## src/rtl/pipe_control_unit.sv

```systemverilog
// pipe_control_unit: registered MIPS ID-stage control decode with
// stall/flush handling, MULT/DIV busy tracking and SYSCALL drain handshake.
module pipe_control_unit #(
    parameter int ALUOP_W     = 3,
    parameter int MDU_LAT     = 4,
    parameter int DRAIN_DEPTH = 3
) (
    input  logic               clk,
    input  logic               reset,
    input  logic [31:0]        instr,
    input  logic               instr_valid,
    input  logic               stall_in,
    input  logic               flush_in,
    input  logic               syscall_ack,
    output logic [ALUOP_W+1:0] EX_D,
    output logic [1:0]         MEM_D,
    output logic [1:0]         WB_D,
    output logic               jump,
    output logic               branch,
    output logic               jr_control,
    output logic               jal_control,
    output logic               stall_out,
    output logic               syscall_req,
    output logic               mdu_busy,
    output logic               illegal_instr
);

    localparam int MCW = $clog2(MDU_LAT + 1);
    localparam int DCW = $clog2(DRAIN_DEPTH + 1);

    localparam logic [5:0] OP_SPECIAL = 6'h00;
    localparam logic [5:0] OP_J       = 6'h02;
    localparam logic [5:0] OP_JAL     = 6'h03;
    localparam logic [5:0] OP_BEQ     = 6'h04;
    localparam logic [5:0] OP_BNE     = 6'h05;
    localparam logic [5:0] OP_ADDI    = 6'h08;
    localparam logic [5:0] OP_ADDIU   = 6'h09;
    localparam logic [5:0] OP_ORI     = 6'h0D;
    localparam logic [5:0] OP_LUI     = 6'h0F;
    localparam logic [5:0] OP_LW      = 6'h23;
    localparam logic [5:0] OP_SW      = 6'h2B;

    localparam logic [5:0] FN_NOP     = 6'h00;
    localparam logic [5:0] FN_JR      = 6'h08;
    localparam logic [5:0] FN_SYSCALL = 6'h0C;
    localparam logic [5:0] FN_MFHI    = 6'h10;
    localparam logic [5:0] FN_MFLO    = 6'h12;
    localparam logic [5:0] FN_MULT    = 6'h18;
    localparam logic [5:0] FN_DIV     = 6'h1A;
    localparam logic [5:0] FN_ADD     = 6'h20;
    localparam logic [5:0] FN_SUB     = 6'h22;
    localparam logic [5:0] FN_AND     = 6'h24;
    localparam logic [5:0] FN_OR      = 6'h25;
    localparam logic [5:0] FN_SLT     = 6'h2A;

    typedef enum logic [1:0] {
        IDLE,
        SYS_DRAIN,
        SYS_WAIT
    } state_t;

    state_t           state;
    logic [DCW-1:0]   drain_cnt;
    logic [MCW-1:0]   mdu_cnt;
    logic             sys_done;

    logic [5:0] op;
    logic [5:0] fn;
    logic       d_regdst;
    logic       d_alusrc;
    logic [2:0] d_alu;
    logic       d_memwr;
    logic       d_memrd;
    logic       d_regwr;
    logic       d_memtoreg;
    logic       d_jump;
    logic       d_branch;
    logic       d_jr;
    logic       d_jal;
    logic       d_ok;
    logic       is_mdu;
    logic       is_mf;
    logic       is_sys;

    logic       mdu_hazard;
    logic       sys_enter;
    logic       take;
    logic       mdu_start;

    assign op = instr[31:26];
    assign fn = instr[5:0];

    // Opcode/funct decode into the raw control bundle
    always_comb begin
        d_regdst   = 1'b0;
        d_alusrc   = 1'b0;
        d_alu      = 3'd0;
        d_memwr    = 1'b0;
        d_memrd    = 1'b0;
        d_regwr    = 1'b0;
        d_memtoreg = 1'b0;
        d_jump     = 1'b0;
        d_branch   = 1'b0;
        d_jr       = 1'b0;
        d_jal      = 1'b0;
        d_ok       = 1'b1;
        is_mdu     = 1'b0;
        is_mf      = 1'b0;
        is_sys     = 1'b0;
        case (op)
            OP_SPECIAL: begin
                case (fn)
                    FN_ADD: begin
                        d_regdst = 1'b1;
                        d_regwr  = 1'b1;
                        d_alu    = 3'd2;
                    end
                    FN_SUB: begin
                        d_regdst = 1'b1;
                        d_regwr  = 1'b1;
                        d_alu    = 3'd6;
                    end
                    FN_AND: begin
                        d_regdst = 1'b1;
                        d_regwr  = 1'b1;
                        d_alu    = 3'd0;
                    end
                    FN_OR: begin
                        d_regdst = 1'b1;
                        d_regwr  = 1'b1;
                        d_alu    = 3'd1;
                    end
                    FN_SLT: begin
                        d_regdst = 1'b1;
                        d_regwr  = 1'b1;
                        d_alu    = 3'd7;
                    end
                    FN_JR: begin
                        d_jump = 1'b1;
                        d_jr   = 1'b1;
                    end
                    FN_NOP: begin
                    end
                    FN_MULT, FN_DIV: begin
                        is_mdu = 1'b1;
                    end
                    FN_MFHI, FN_MFLO: begin
                        d_regdst = 1'b1;
                        d_regwr  = 1'b1;
                        is_mf    = 1'b1;
                    end
                    FN_SYSCALL: begin
                        is_sys = 1'b1;
                    end
                    default: d_ok = 1'b0;
                endcase
            end
            OP_LUI: begin
                d_regwr  = 1'b1;
                d_alusrc = 1'b1;
                d_alu    = 3'd3;
            end
            OP_ADDI, OP_ADDIU: begin
                d_regwr  = 1'b1;
                d_alusrc = 1'b1;
                d_alu    = 3'd2;
            end
            OP_ORI: begin
                d_regwr  = 1'b1;
                d_alusrc = 1'b1;
                d_alu    = 3'd1;
            end
            OP_BEQ, OP_BNE: begin
                d_branch = 1'b1;
                d_alu    = 3'd6;
            end
            OP_LW: begin
                d_memrd    = 1'b1;
                d_memtoreg = 1'b1;
                d_regwr    = 1'b1;
                d_alusrc   = 1'b1;
                d_alu      = 3'd2;
            end
            OP_SW: begin
                d_memwr  = 1'b1;
                d_alusrc = 1'b1;
                d_alu    = 3'd2;
            end
            OP_J: begin
                d_jump = 1'b1;
            end
            OP_JAL: begin
                d_jump  = 1'b1;
                d_regwr = 1'b1;
                d_jal   = 1'b1;
            end
            default: d_ok = 1'b0;
        endcase
    end

    // A SYSCALL just released by the handler is treated as consumed
    // for one cycle, so fetch can move past it instead of re-entering.
    assign mdu_hazard = mdu_busy & instr_valid & (is_mdu | is_mf | is_sys);
    assign sys_enter  = (state == IDLE) & instr_valid & is_sys
                        & ~flush_in & ~sys_done;
    assign stall_out  = (state != IDLE) | mdu_hazard | sys_enter;
    assign take       = instr_valid & ~flush_in & ~stall_out;
    assign mdu_start  = take & is_mdu;

    // Control bundle registers, syscall FSM and MDU busy tracker
    always_ff @(posedge clk) begin
        if (reset) begin
            EX_D          <= '0;
            MEM_D         <= '0;
            WB_D          <= '0;
            jump          <= 1'b0;
            branch        <= 1'b0;
            jr_control    <= 1'b0;
            jal_control   <= 1'b0;
            illegal_instr <= 1'b0;
            syscall_req   <= 1'b0;
            mdu_busy      <= 1'b0;
            state         <= IDLE;
            drain_cnt     <= '0;
            mdu_cnt       <= '0;
            sys_done      <= 1'b0;
        end else if (!stall_in) begin
            if (take) begin
                EX_D          <= {d_regdst, d_alusrc, ALUOP_W'(d_alu)};
                MEM_D         <= {d_memwr, d_memrd};
                WB_D          <= {d_regwr, d_memtoreg};
                jump          <= d_jump;
                branch        <= d_branch;
                jr_control    <= d_jr;
                jal_control   <= d_jal;
                illegal_instr <= ~d_ok;
            end else begin
                EX_D          <= '0;
                MEM_D         <= '0;
                WB_D          <= '0;
                jump          <= 1'b0;
                branch        <= 1'b0;
                jr_control    <= 1'b0;
                jal_control   <= 1'b0;
                illegal_instr <= 1'b0;
            end

            sys_done <= 1'b0;
            unique case (state)
                IDLE: begin
                    if (sys_enter && !mdu_busy) begin
                        state     <= SYS_DRAIN;
                        drain_cnt <= DCW'(DRAIN_DEPTH - 1);
                    end
                end
                SYS_DRAIN: begin
                    if (drain_cnt == '0) begin
                        state       <= SYS_WAIT;
                        syscall_req <= 1'b1;
                    end else begin
                        drain_cnt <= drain_cnt - DCW'(1);
                    end
                end
                SYS_WAIT: begin
                    if (syscall_ack) begin
                        state       <= IDLE;
                        syscall_req <= 1'b0;
                        sys_done    <= 1'b1;
                    end
                end
                default: state <= IDLE;
            endcase

            if (mdu_start) begin
                mdu_cnt  <= MCW'(MDU_LAT);
                mdu_busy <= 1'b1;
            end else if (mdu_busy) begin
                mdu_cnt <= mdu_cnt - MCW'(1);
                if (mdu_cnt == MCW'(1)) begin
                    mdu_busy <= 1'b0;
                end
            end
        end
    end

endmodule
```

## config.mk

```make
export PLATFORM = sky130hd
export DESIGN_NAME = pipe_control_unit
export DESIGN_NICKNAME = d
export VERILOG_FILES = /design/src/rtl/pipe_control_unit.sv
export SDC_FILE = /design/constraint.sdc
export NUM_CORES = 1
export LEC_CHECK = 0
export ABC_AREA = 0
export ABC_CLOCK_PERIOD_IN_PS = 2600
export CAP_MARGIN = 30
export CORE_MARGIN = 1
export CORE_UTILIZATION = 33
export CTS_CLUSTER_SIZE = 10
export DETAILED_ROUTE_END_ITERATION = 8
export GPL_ROUTABILITY_DRIVEN = 1
export MAX_ROUTING_LAYER = met4
export PLACE_DENSITY_LB_ADDON = 0.05
export SETUP_SLACK_MARGIN = 0.2
export SYNTH_ARGS = -nofsm -noshare
export SYNTH_HDL_FRONTEND = slang
export SYNTH_SLANG_ARGS = --single-unit
```

## constraint.sdc

```tcl
create_clock -name clk -period 2.6 [get_ports clk]
set_input_delay 0.52 -clock clk [delete_from_list [all_inputs] [get_ports clk]]
set_output_delay 0.52 -clock clk [all_outputs]
set_load 0.1 [all_outputs]
```

# == Word level (Yosys, flattened, before mapping) ==
# Cells that the tools add are included.
# totals
reg_bits,24
in_bits,38
output_inout_bits,17
elab_cells,132
# classes
n_addsub,2
eq_ne,28
n_mux,46
n_bitwise,18
n_reduce_logical,24
# ops
operator,count
== test 6 bit (second input constant),7
== test 6 x 4 -> 1 bit (second input constant),6
2-to-1 mux 1 bit,28
== test 6 x 5 -> 1 bit (second input constant),4
case mux 3 bit (5 select lines),1
2-to-1 mux 2 bit,7
== test 6 x 2 -> 1 bit (second input constant),2
== test 6 x 3 -> 1 bit (second input constant),2
zero test 6 bit,2
case mux 3 bit (4 select lines),1
AND reduction 4 bit,3
OR reduction 12 bit,1
OR reduction 6 bit,2
OR reduction 10 bit,1
AND 1 bit,9
case mux 1 bit (2 select lines),4
nonzero test 2 bit,4
OR reduction 2 bit,4
OR reduction 7 bit,1
2-to-1 mux 3 bit,2
!= test 2 bit (second input constant),3
case mux 2 bit (3 select lines),1
2-to-1 mux 5 bit,1
NOT 1 bit,5
other kinds (13),17

# == Logic depth before layout (Yosys ltp) ==
# depth
ltp_word,14
ltp_mapped,7
ltp_nobuf,7

# == Least setup slack after synthesis ==
# Ideal clock, no wire load.
# synth_path
kind,input to output
from,input port instr[1]
to,output port stall_out
arrival_ps,2097
required_time_ps,2080
path_slack_ps,-17
stages,5
n_path_buf,1
path_cell_list,buf_6 nor4b_1 nand4_1 a21o_1 nand2_1
# synth_via
elab_chain_cells,9
word_cells_on_any_way,21
cone_classes,eq/ne: 5; mux: 6; bitwise: 8; reduce/logical: 2
# synth_lines
item,line,text
"start, declared",10,"input logic [31:0] instr,"
== test 6 x 5 -> 1 bit,112,case (fn)
OR reduction 2 bit,--,
2-to-1 mux 1 bit,112,
2-to-1 mux 1 bit,110,case (op)
OR 1 bit (2 in a row),203,assign mdu_hazard = mdu_busy & instr_valid & (is_mdu | is_mf | is_sys);
AND 1 bit,203,
OR 1 bit,206,assign stall_out = (state != IDLE) | mdu_hazard | sys_enter;
OR 1 bit *,206,
"end, declared",22,"output logic stall_out,"
# Every way passes the cells marked *; elsewhere a longest branch is shown, timed or not.

# == Worst setup path after layout ==
# layout_path
from,input port instr[5]
to,output port stall_out
# Same word-level chain as after synthesis.

==> run summary <==
Status: completed
Hold WS: 474.0 ps
Hold Crit Class: reg2reg
Main flop type after synthesis: dfxtp_1
Maximum clock path buffer count: 2
Number of synthesized register bits: 23
Synth Instances: 196
Critical Path AT: 1770 ps
Post-synthesis xor/xnor area fraction: 1.170%
Area of the core: 4354 um2
Compound-cell area share of the yosys netlist: 22.56%
Largest net degree at the start of global routing: 19
Slew HR: 72.68%
Crit. End Element: output pin
Fin nets: 297
Switch Pwr: 0.1992 mW
Full die area: 4812 um2
Max-cap violations: 0
CTS clk-pin slew, worst paths: 80 ps
Clk sinks: 23
Mean post-synth cell area: 7.641 um2
Die height: 69.37 um
Place WS: -103.2 ps
P_int: 0.5258 mW
Final worst slack: 306.8 ps
Drt initial violations: 122
Total track usage: 18.88%
Critical path launch point type: input pin
Post-Layout Cell Count: 303
Worst-skew pair later-pin latency: 270 ps
Pleak: 0.8917 nW
Top cells by area, synth: dfxtp_1 31%, nand2_1 6.5%, ha_1 5.8%, a21oi_1 4.7%, nor2_1 4.3%
DP HPWL: 3274 um
I/O Pins: 55
Syn Nets: 241
Global-route wire length before repair: 7327 um
Post-synth top area cell: dfxtp_1
I/O Buffers: 34
Crit path kind: in2out
Finished Core Util: 48.82%
Setup TNS: 0 ps
CTS buffer count: 3
Synth Area in Simple Gates: 30.58%
Post-Synth Adder-Cell Area: 5.848%
Fin crit share: 88.20%
Largest family of logic cells by synthesized area: simple AND/OR/NAND/NOR gates
Antenna violations before repair: 0
Routability congestion estimate: 0.8508
Worst Path Required: 2080 ps
Global route overflow: 0
Cell Pwr Density: 341.1 nW/um2
Clock network fraction of design power: 31.1%
Synth warnings: 0
Placed cells: 295
Layout cells sized above 1: 24.70%
Routed wire length: 4323 um
Clk_skew: 6.299 ps
Flop pwr share: 48.8%
Initial Util: 34.40%
Vias: 1,638
Worst-Margin Slew: 408.6 ps
Max Freq: 0.4361 GHz
Vias/cell: 5.406
DRC: 0
Post-DP Area: 2011 um2
Total power: 0.7250 mW
FP Rows: 24
Post-synthesis sequential area ratio: 30.74%
# fillers: 440
Cell variety after synth: 50
Post-route ant nets: 0
Sw Share: 27.47%
Die span in x: 69.37 um
Gate power share: 20.1%
Cts hold-fix bufs: 0
Clk root buf: clkbuf_8
Synth async-reset ratio: 0%
CP Max Fanout: 4
RSZ-0062 raised after global routing: no
Post-route cell area: 2126 um2
Layout Area Growth over Synthesis: 41.94%
Mapped cell area: 1498 um2
Wire length per cell: 14.27 um
CTS tree: done
Synth top area share: 30.74%
Min Tclk post-route: 2293 ps
Drt first pass iters: 4
Max IR drop VDD: 303.0 uV
Multiplexer share of the synthesized area: 2.089%
Final setup viols: 0
Antenna fix cells: 0
Number of synthesized flops with an enable pin: 0
Hold Vio Cnt, Final: 0
Vias in the first global route: 1,660
Pins Over Slew Limit: 0
H-tree depth: 1
## synthesized netlist by cell type, types with 4 or more instances
cell	number
ha_1	7
nor2_1	17
a21oi_1	14
dfxtp_1	23
inv_1	11
a211o_1	4
nand3b_1	4
nor2b_1	6
and3_1	4
o21ai_0	4
clkbuf_1	9
nand3_1	5
nor3_1	9
o32ai_1	4
o22ai_1	5
nand2_1	26
## path summary, 6_finish.rpt
check | to | slack [ps] | depth (start not counted) | from
worst max-delay path | stall_out | 310 | 7 | instr[5]
worst min-delay path | MEM_D[1] | 470 | 2 | MEM_D[1]
worst max register to register | EX_D[4] | 570 | 9 | state[0]
worst min register to register | MEM_D[1] | 470 | 2 | MEM_D[1]
## state kept, by name, summed over array words and instances, names as in the netlist
name / count
EX_D: 5
MEM_D: 2
WB_D: 1
branch: 1
drain_cnt: 2
illegal_instr: 1
jal_control: 1
jr_control: 1
jump: 1
mdu_busy: 1
mdu_cnt: 3
state: 2
sys_done: 1
syscall_req: 1
## power by group through the flow
stage / combinational (mW) / sequential (mW) / clock, mW
detailed placement: 0.140 / 0.362 / 0
CTS: 0.145 / 0.354 / 0.235
global route: 0.158 / 0.354 / 0.250
global placement: 0.139 / 0.362 / 0
finish: 0.146 / 0.354 / 0.225
floorplan: 0.0615 / 0.371 / 0
## cell type report
cell class	instances	area [um2]	area share (%)
clock buffers	3	41.29	1.942
well taps	52	65.06	3.061
repair buffers	64	534.3	25.13
clock inverters	1	5.005	0.2354
flip-flops and latches	23	460.4	21.66
inverters	12	45.04	2.119
multi-input cells	148	974.7	45.85
## metal layers
metal / vias to the layer above / track usage, % / routed length (um)
li1: 826 / - / -
met1: 767 / 22.23 / 2044
met2: 34 / 32.36 / 2029
met3: 11 / 1.890 / 136
met4: 0 / 8.617 / 113
met5: - / - / 0
## worst max-delay path, cell delays in order
cell             delay, ps
clkdlybuf4s15_1        230
nor4b_2                270
buf_4                  160
nand4_1                120
a21o_1                 220
nand2_2                 80
buf_12                 170
## cell families (layout without fill, tap and decap cells)
logic type,after synthesis,after routing
fa+ha+maj,7,7
flops,23,23
xor+xnor,2,2
simple gates,88,88
buf+inv,25,80
compound gates,48,48
mux,3,3
## layout by cell type (no fill, tap or decap), drive strengths merged, types with 4 or more instances in the layout
master and instances:
o21ai 4, inv 11, nor3 9, and3 4, buf 47, clkdlybuf4s50 6, nor2b 6, nand3 5
o32ai 4, dlygate4sd2 5, clkbuf 5, dfxtp 23, ha 7, a211o 4, nand3b 4, nor2 17
nand2 26, a21oi 14, o22ai 5
## repair_timing
action                     in CTS  in global routing
cloned                          0                  0
buffers inserted                4                  0
hold endpoints to repair        0                  0
pin swaps                       5                  5
setup endpoints to repair       4                  1
gates resized for setup        15                 10
Power figures use the tool's default switching activity.
